<file path="config.mk">
export PLATFORM = sky130hd
export DESIGN_NAME = multicycle_ctrl
export DESIGN_NICKNAME = d
export VERILOG_FILES = /design/src/rtl/multicycle_ctrl.sv
export SDC_FILE = /design/constraint.sdc
export NUM_CORES = 1
export LEC_CHECK = 0
export ABC_AREA = 1
export CAP_MARGIN = 0
export CORE_AREA = 3 3 60 62
export DETAILED_ROUTE_END_ITERATION = 10
export DIE_AREA = 0 0 63 65
export PLACE_DENSITY = 0.65
export SLEW_MARGIN = 20
export SYNTH_ARGS = -nofsm -noshare
export SYNTH_HDL_FRONTEND = slang
export SYNTH_SLANG_ARGS = --single-unit
</file>
<file path="constraint.sdc">
create_clock -name Clk -period 1.7 [get_ports Clk]
set_input_delay 0.34 -clock Clk [delete_from_list [all_inputs] [get_ports Clk]]
set_output_delay 0.34 -clock Clk [all_outputs]
set_load 0.03 [all_outputs]
</file>
<file path="src/rtl/multicycle_ctrl.sv">
`default_nettype none
// +------------------------------------------------------------------------+
// | multicycle_ctrl                                                        |
// | Multi-cycle MIPS sequencer with memory handshake and access watchdog.  |
// | Revision: 1.0                                                          |
// +------------------------------------------------------------------------+
module multicycle_ctrl #(
  parameter int WAIT_LIMIT = 15
) (
  input  logic       Clk,
  input  logic       Rst,
  input  logic [5:0] opcode,
  input  logic       mem_ready,
  output logic       PCWrite,
  output logic       PCWriteCond,
  output logic       IorD,
  output logic       MemRead,
  output logic       MemWrite,
  output logic       IRWrite,
  output logic       MemtoReg,
  output logic       RegDst,
  output logic       RegWrite,
  output logic       ALUSrcA,
  output logic [1:0] ALUSrcB,
  output logic [1:0] ALUOp,
  output logic [1:0] PCSource,
  output logic [3:0] state,
  output logic       illegal_op,
  output logic       mem_timeout
);

  localparam int c_cnt_w = (WAIT_LIMIT > 1) ? $clog2(WAIT_LIMIT) : 1;
  localparam logic [c_cnt_w-1:0] c_cnt_last = c_cnt_w'(WAIT_LIMIT - 1);
  localparam logic [c_cnt_w-1:0] c_cnt_one  = c_cnt_w'(1);

  localparam logic [5:0] c_op_rtype = 6'b000000;
  localparam logic [5:0] c_op_lw    = 6'b100011;
  localparam logic [5:0] c_op_sw    = 6'b101011;
  localparam logic [5:0] c_op_beq   = 6'b000100;
  localparam logic [5:0] c_op_j     = 6'b000010;
  localparam logic [5:0] c_op_addi  = 6'b001000;

  typedef enum logic [3:0] {
    S_FETCH     = 4'd0,
    S_DECODE    = 4'd1,
    S_MEM_ADDR  = 4'd2,
    S_MEM_READ  = 4'd3,
    S_MEM_WB    = 4'd4,
    S_MEM_WRITE = 4'd5,
    S_EXECUTE   = 4'd6,
    S_ALU_WB    = 4'd7,
    S_BRANCH    = 4'd8,
    S_JUMP      = 4'd9,
    S_ADDI_EXEC = 4'd10,
    S_ADDI_WB   = 4'd11
  } state_t;

  typedef struct packed {
    logic       pc_write;
    logic       pc_write_cond;
    logic       iord;
    logic       mem_read;
    logic       mem_write;
    logic       mem_to_reg;
    logic       reg_dst;
    logic       reg_write;
    logic       alu_src_a;
    logic [1:0] alu_src_b;
    logic [1:0] alu_op;
    logic [1:0] pc_source;
  } ctrl_t;

  // Moore control word for a state; FETCH's IRWrite/PCWrite are gated separately.
  function automatic ctrl_t f_decode(input state_t s);
    ctrl_t c;
    c = '0;
    case (s)
      S_FETCH: begin
        c.mem_read  = 1'b1;
        c.alu_src_b = 2'b01;
      end
      S_DECODE:    c.alu_src_b = 2'b11;
      S_MEM_ADDR: begin
        c.alu_src_a = 1'b1;
        c.alu_src_b = 2'b10;
      end
      S_MEM_READ: begin
        c.mem_read = 1'b1;
        c.iord     = 1'b1;
      end
      S_MEM_WB: begin
        c.reg_write  = 1'b1;
        c.mem_to_reg = 1'b1;
      end
      S_MEM_WRITE: begin
        c.mem_write = 1'b1;
        c.iord      = 1'b1;
      end
      S_EXECUTE: begin
        c.alu_src_a = 1'b1;
        c.alu_op    = 2'b10;
      end
      S_ALU_WB: begin
        c.reg_dst   = 1'b1;
        c.reg_write = 1'b1;
      end
      S_BRANCH: begin
        c.alu_src_a     = 1'b1;
        c.alu_op        = 2'b01;
        c.pc_write_cond = 1'b1;
        c.pc_source     = 2'b01;
      end
      S_JUMP: begin
        c.pc_write  = 1'b1;
        c.pc_source = 2'b10;
      end
      S_ADDI_EXEC: begin
        c.alu_src_a = 1'b1;
        c.alu_src_b = 2'b10;
      end
      S_ADDI_WB:   c.reg_write = 1'b1;
      default:     c = '0;
    endcase
    return c;
  endfunction

  state_t             r_state;
  ctrl_t              r_ctrl;
  logic [c_cnt_w-1:0] r_wait_cnt;
  logic               r_illegal;
  logic               r_timeout;

  state_t             w_next;
  logic               w_illegal;
  logic               w_timeout;
  logic               w_is_wait;
  logic               w_in_fetch;
  logic [c_cnt_w-1:0] w_cnt_next;

  always_comb begin
    w_next     = r_state;
    w_illegal  = 1'b0;
    w_timeout  = 1'b0;
    w_cnt_next = '0;
    w_in_fetch = (r_state == S_FETCH);
    w_is_wait  = w_in_fetch || (r_state == S_MEM_READ) || (r_state == S_MEM_WRITE);

    case (r_state)
      S_FETCH:     if (mem_ready) w_next = S_DECODE;
      S_DECODE: begin
        case (opcode)
          c_op_rtype:       w_next = S_EXECUTE;
          c_op_lw, c_op_sw: w_next = S_MEM_ADDR;
          c_op_beq:         w_next = S_BRANCH;
          c_op_j:           w_next = S_JUMP;
          c_op_addi:        w_next = S_ADDI_EXEC;
          default: begin
            w_next    = S_FETCH;
            w_illegal = 1'b1;
          end
        endcase
      end
      S_MEM_ADDR: begin
        if (opcode == c_op_lw)      w_next = S_MEM_READ;
        else if (opcode == c_op_sw) w_next = S_MEM_WRITE;
        else                        w_next = S_FETCH;
      end
      S_MEM_READ:  if (mem_ready) w_next = S_MEM_WB;
      S_MEM_WRITE: if (mem_ready) w_next = S_FETCH;
      S_EXECUTE:   w_next = S_ALU_WB;
      S_ADDI_EXEC: w_next = S_ADDI_WB;
      default:     w_next = S_FETCH;
    endcase

    // A ready on the limit cycle takes priority over the abort.
    if (w_is_wait && !mem_ready && (r_wait_cnt == c_cnt_last)) begin
      w_next    = S_FETCH;
      w_timeout = 1'b1;
    end

    // Counter is zero outside wait states, so entering one always starts from 0.
    if (w_is_wait && !mem_ready && !w_timeout) begin
      w_cnt_next = r_wait_cnt + c_cnt_one;
    end
  end

  always_ff @(posedge Clk or posedge Rst) begin
    if (Rst) begin
      r_state    <= S_FETCH;
      r_ctrl     <= f_decode(S_FETCH);
      r_wait_cnt <= '0;
      r_illegal  <= 1'b0;
      r_timeout  <= 1'b0;
    end else begin
      r_state    <= w_next;
      r_ctrl     <= f_decode(w_next);
      r_wait_cnt <= w_cnt_next;
      r_illegal  <= w_illegal;
      r_timeout  <= w_timeout;
    end
  end

  assign PCWrite     = r_ctrl.pc_write | (w_in_fetch & mem_ready);
  assign IRWrite     = w_in_fetch & mem_ready;
  assign PCWriteCond = r_ctrl.pc_write_cond;
  assign IorD        = r_ctrl.iord;
  assign MemRead     = r_ctrl.mem_read;
  assign MemWrite    = r_ctrl.mem_write;
  assign MemtoReg    = r_ctrl.mem_to_reg;
  assign RegDst      = r_ctrl.reg_dst;
  assign RegWrite    = r_ctrl.reg_write;
  assign ALUSrcA     = r_ctrl.alu_src_a;
  assign ALUSrcB     = r_ctrl.alu_src_b;
  assign ALUOp       = r_ctrl.alu_op;
  assign PCSource    = r_ctrl.pc_source;
  assign state       = r_state;
  assign illegal_op  = r_illegal;
  assign mem_timeout = r_timeout;

endmodule
`default_nettype wire

</file>
* After elaboration in Yosys (flattened, before gate mapping)
Cells that the tools add are included.
** Storage, ports and cells
- Bits in registers :: 25
- Bits in latches :: 0
- RAM bits :: 0
- Memory bits (read-only) :: 0
- Input port bits :: 9
- Output and inout port bits :: 22
- Logic and storage cells :: 83
- Memories :: 0
** Cells by class
- Add/subtract/negate cells :: 1
- Multipliers :: 0
- Div/mod/pow operators :: 0
- Magnitude comparators :: 0
- Equal/unequal tests :: 23
- Shift-type cells :: 0
- Mux-type cells :: 24
- Bitwise operators :: 2
- Reduce and logical (&&, ||, !) cells :: 17
** Operator list (count)
- one-hot mux 4 bit (7 select lines) :: 1
- == test 4 x 3 -> 1 bit (second input constant) :: 6
- == test 4 bit (second input constant) :: 6
- two-way mux 4 bit :: 5
- one-hot mux 4 bit (5 select lines) :: 1
- == test 4 x 2 -> 1 bit (second input constant) :: 4
- == test 6 bit (second input constant) :: 2
- two-way mux 1 bit :: 12
- == test 4 x 1 -> 1 bit (second input constant) :: 2
- logical NOT 4 bit :: 2
- one-hot mux 2 bit (2 select lines) :: 2
- OR reduction 2 bit :: 4
- == test 6 x 2 -> 1 bit (second input constant) :: 1
- == test 6 x 3 -> 1 bit (second input constant) :: 1
- == test 6 x 4 -> 1 bit (second input constant) :: 1
- logical NOT 6 bit :: 1
- two-way mux 3 bit :: 2
- one-hot mux 2 bit (3 select lines) :: 1
- OR reduction 6 bit :: 1
- adder 4 x 1 -> 4 bit (second input constant) :: 1
- OR reduction 4 bit :: 1
- logical AND 1 bit :: 3
- OR reduction 3 bit :: 1
- logical NOT 1 bit :: 2
- 3 further kinds :: 4

* Longest topological paths before layout
- Depth after elaboration :: 9
- Mapped depth :: 11
- Mapped depth without buffers :: 11

* Worst setup path after synthesis
Ideal clock, no wire load.
- Path type :: flip-flop to output port
- Start point :: reg r_state[3] (netlist: state[3])
- End point :: out PCWrite
- Arrival time :: 1.298 ns
- Required time :: 1.360 ns
- Setup slack :: 0.062 ns
- Cell stages (with the launch flop) :: 5
- Path buffers :: 0
- Cells stage by stage :: dfrtp_1 > nor2_4 > nand2_2 > nor2_4 > or2_2
** Between the ends
- Longest elaborated chain between the ends :: 3
** Ends and longest elaborated chain
- start, declared :: line 127 : state_t r_state;
- start signal, assigned :: line 195 : r_state <= w_next;
- logical NOT 4 bit :: line 145 : w_in_fetch = (r_state == S_FETCH);
- AND 1 bit
- via IRWrite :: line 19 : output logic IRWrite,
- OR 1 bit :: line 203 : assign PCWrite = r_ctrl.pc_write | (w_in_fetch & mem_ready);
- end, declared :: line 14 : output logic PCWrite,
The timed path passes the listed nets, and every way through them passes these cells.

* Final worst setup path
- Start point :: reg r_ctrl (netlist bit RegWrite)
- End point :: out RegWrite
** RTL lines
- start, declared :: line 128 : ctrl_t r_ctrl;
- start signal, assigned :: line 190 : r_ctrl <= f_decode(S_FETCH);
- start signal, assigned :: line 196 : r_ctrl <= f_decode(w_next);
- end, declared :: line 22 : output logic RegWrite,
No word-level cell between the ends.

==> results.txt <==
Final hold vios = 0
Syn Area/Cell = 7.978 µm²
Register area = 578.1 µm²
Status = finished, final reports clean
CTS tree = done
CTS max path bufs = 2
Req. time, crit path = 1.36 ns
Synthesis-stage register bit count = 23
Drt pass-1 iters = 4
Reg power frac = 0.536
Critical path class = reg2out
H-tree levels = 1
Synth cell types = 23
GRT overflow = 0
Chip width = 63 µm
Post-synthesis instance area = 1229 µm²
Dpl cell area = 1672 µm²
Tot GR Track Use = 0.1308
Setup_tns = 0 ns
PortBufs = 30
Clock buffer count from CTS = 3
CP Capture Point = RegWrite
Switching Power = 0.0003232 W
Gate Count Post-Synth = 154
Slowest CP cell = clkdlybuf4s50_1
Worst min path class = in2async
PwrDens = 637.4 nW/µm²
Initial antenna violation count = 0
CP Launch Point = RegWrite
Critical path depth = 1
Post-Place Cells = 240
Area grow syn2layout = 39.61%
Clock network fraction of total power = 0.222
Setup bufs post-CTS = 0
Top-area cell type share of the netlist area = 0.4277
YS warnings = 0
Switch share = 0.2956
Unrepaired setup endpoints after global routing = true
Starting Density = 0.3992
Hold-fix buffers, CTS = 0
DRT Wirelength = 2418 µm
Synth area leaders = dfrtp_1 (43%), nand2_1 (10%), nand3_1 (7.3%)
Root Driver = clkbuf_4
Final setup violation count = 0
Most common cell after layout, fill and taps aside = nand2_1
Clk Latency, worst-skew pair = 0.30 ns
Rel. slew slack = 0.7879
Max Slew Vio Count = 0
Least-Margin Pin Slew = 0.3177 ns
Final setup margin = 0.04584 ns
Period utilization = 0.9730
Detailed-placement wirelength estimate = 2015 µm
Worst Path Max Fanout = 1
Delay-heaviest family, CP = buffers and inverters
FF-to-FF path depth = 11
Clock sinks = 23
Final ANT Viol Nets = 0
Crit-path max cell delay = 0.67 ns
VDD IR max = 344.7 µV
Cell area after layout = 1715 µm²
Die H = 65 µm
Drt wl/cell = 9.910 µm
First-pass GRT wire length = 4312 µm
NumNets Final = 212
Worst-path cell chain = clkdlybuf4s50_1
ANT cells = 0
Post-Layout Cell Count = 244
Fin Clk Skew = 0.006837 ns
Combinational fraction of design power = 0.241
RR Endpoint = IorD
Fillers = 301
Number of core rows = 20
Die ar. = 4095 µm²
Core Util, Final = 0.5573
Max-cap viol count = 0
Cell internal pwr = 0.0007702 W
Flop-to-flop setup slack = 0.17 ns
Syn_nets = 165
Peak Freq = 604.5 MHz
Share of layout cells above drive strength 1 = 0.2500
Most frequent cells in the layout = nand2_1 (32), dfrtp_1 (21), inv_1 (21), nor2_1 (21)
Multi-input gate area = 520.5 µm²
Post-layout min period = 1.654 ns
Buffers and inverters on the worst path = 1
Element type at the critical path start = register
Drt drc = 0
Crit. End Element = output pin
CTS clock-pin slew for the worst setup and hold paths = 0.12 ns
I/O pin cnt = 31
DRC marker count from the first detailed-route iteration = 27
Core area = 3078 µm²
Leakage Power = 1.063 nW
Post-Place Setup Slack = -0.4260 ns
Largest net degree at the start of global routing = 24
RePlAce Congestion = 0.8887
Synth area leader = dfrtp_1
Vias in the first global route = 1,050
Seq/Total Area, Yosys = 0.4705
Drt via density = 4.324
Crit path DAT = 1.31 ns
Reg2reg start = state[1]
Via count = 1,055
through the flow:
stage                     power (W)  hold WS [ns]
after detailed placement  0.0008658        0.4818
after CTS                  0.001107        0.3654
final                      0.001093        0.3584
after floorplan           0.0007585        0.3404
after global placement    0.0008610        0.4735
after global routing       0.001164        0.3854
worst min-delay path by stage:
stage / from / end / cells past startpoint
finish: Rst / PCSource[1] / 3
global route: Rst / PCSource[0] / 3
CTS: Rst / PCSource[0] / 3
detailed placement: r_wait_cnt[0] / r_wait_cnt[0] / 1
global placement: r_wait_cnt[0] / r_wait_cnt[0] / 1
floorplan: Rst / ALUOp[1] / 1
sequential cells by signal, summed over array words and instances, names as in the netlist, 2 cells and up:
| register | flops |
|---|---|
| r_wait_cnt | 4 |
| state | 4 |
| ALUSrcB | 2 |
| PCSource | 2 |
cell type report:
cell class | count | share of cell area
Timing Repair Buffer | 48 | 0.2546
Multi-Input combinational cell | 99 | 0.3034
Sequential cell | 23 | 0.3370
Inverter | 26 | 0.05689
Clock inverter | 1 | 0.002918
Tap cell | 44 | 0.03209
Clock buffer | 3 | 0.01313
metal layers:
metal / vias up / track usage / part of all wire
li1: 552 / - / -
met1: 468 / 0.1678 / 0.46
met2: 31 / 0.2213 / 0.49
met3: 4 / 0.02253 / 0.044
met4: 0 / 0.04683 / 0.012
met5: - / 0 / 0
kinds of logic after synthesis:
family | synth area share
and+or+nand+nor | 0.3686
buffers and inverters | 0.1161
DFF | 0.4705
AOI/OAI and AO/OA | 0.01018
xor gates and xnor gates | 0.01426
adders and majority gates | 0.02036
timing repair:
| action | in CTS | in global routing |
|---|---|---|
| resized for setup | 12 | 16 |
| pin swaps | 0 | 3 |
| gates cloned | 0 | 0 |
| setup endpoints to repair | 10 | 7 |
cells in the mapped netlist:
cell      instances
nor2_8            1
nand2_1          33
nand2_4           1
o21ai_0           1
nand2_2           2
ha_1              2
and2_1            1
or2_2             1
nand3_1          18
nor2_2            6
nand4_1           1
buf_4             6
nor2_1           24
nand3_2           1
dfrtp_1          21
o21bai_1          1
xnor2_1           1
inv_2             4
nor2_4            3
xor2_1            1
inv_1            22
dfstp_2           2
nor3_1            1
power by group through the flow:
| stage | registers (W) | logic (W) | clock network [W] |
|---|---|---|---|
| detailed placement | 0.000597 | 0.000269 | 0 |
| global route | 0.000591 | 0.000292 | 0.000282 |
| CTS | 0.000586 | 0.000261 | 0.000260 |
| global placement | 0.000596 | 0.000265 | 0 |
| floorplan | 0.000625 | 0.000134 | 0 |
| finish | 0.000586 | 0.000264 | 0.000243 |
(Power assumes the default switching activity.)
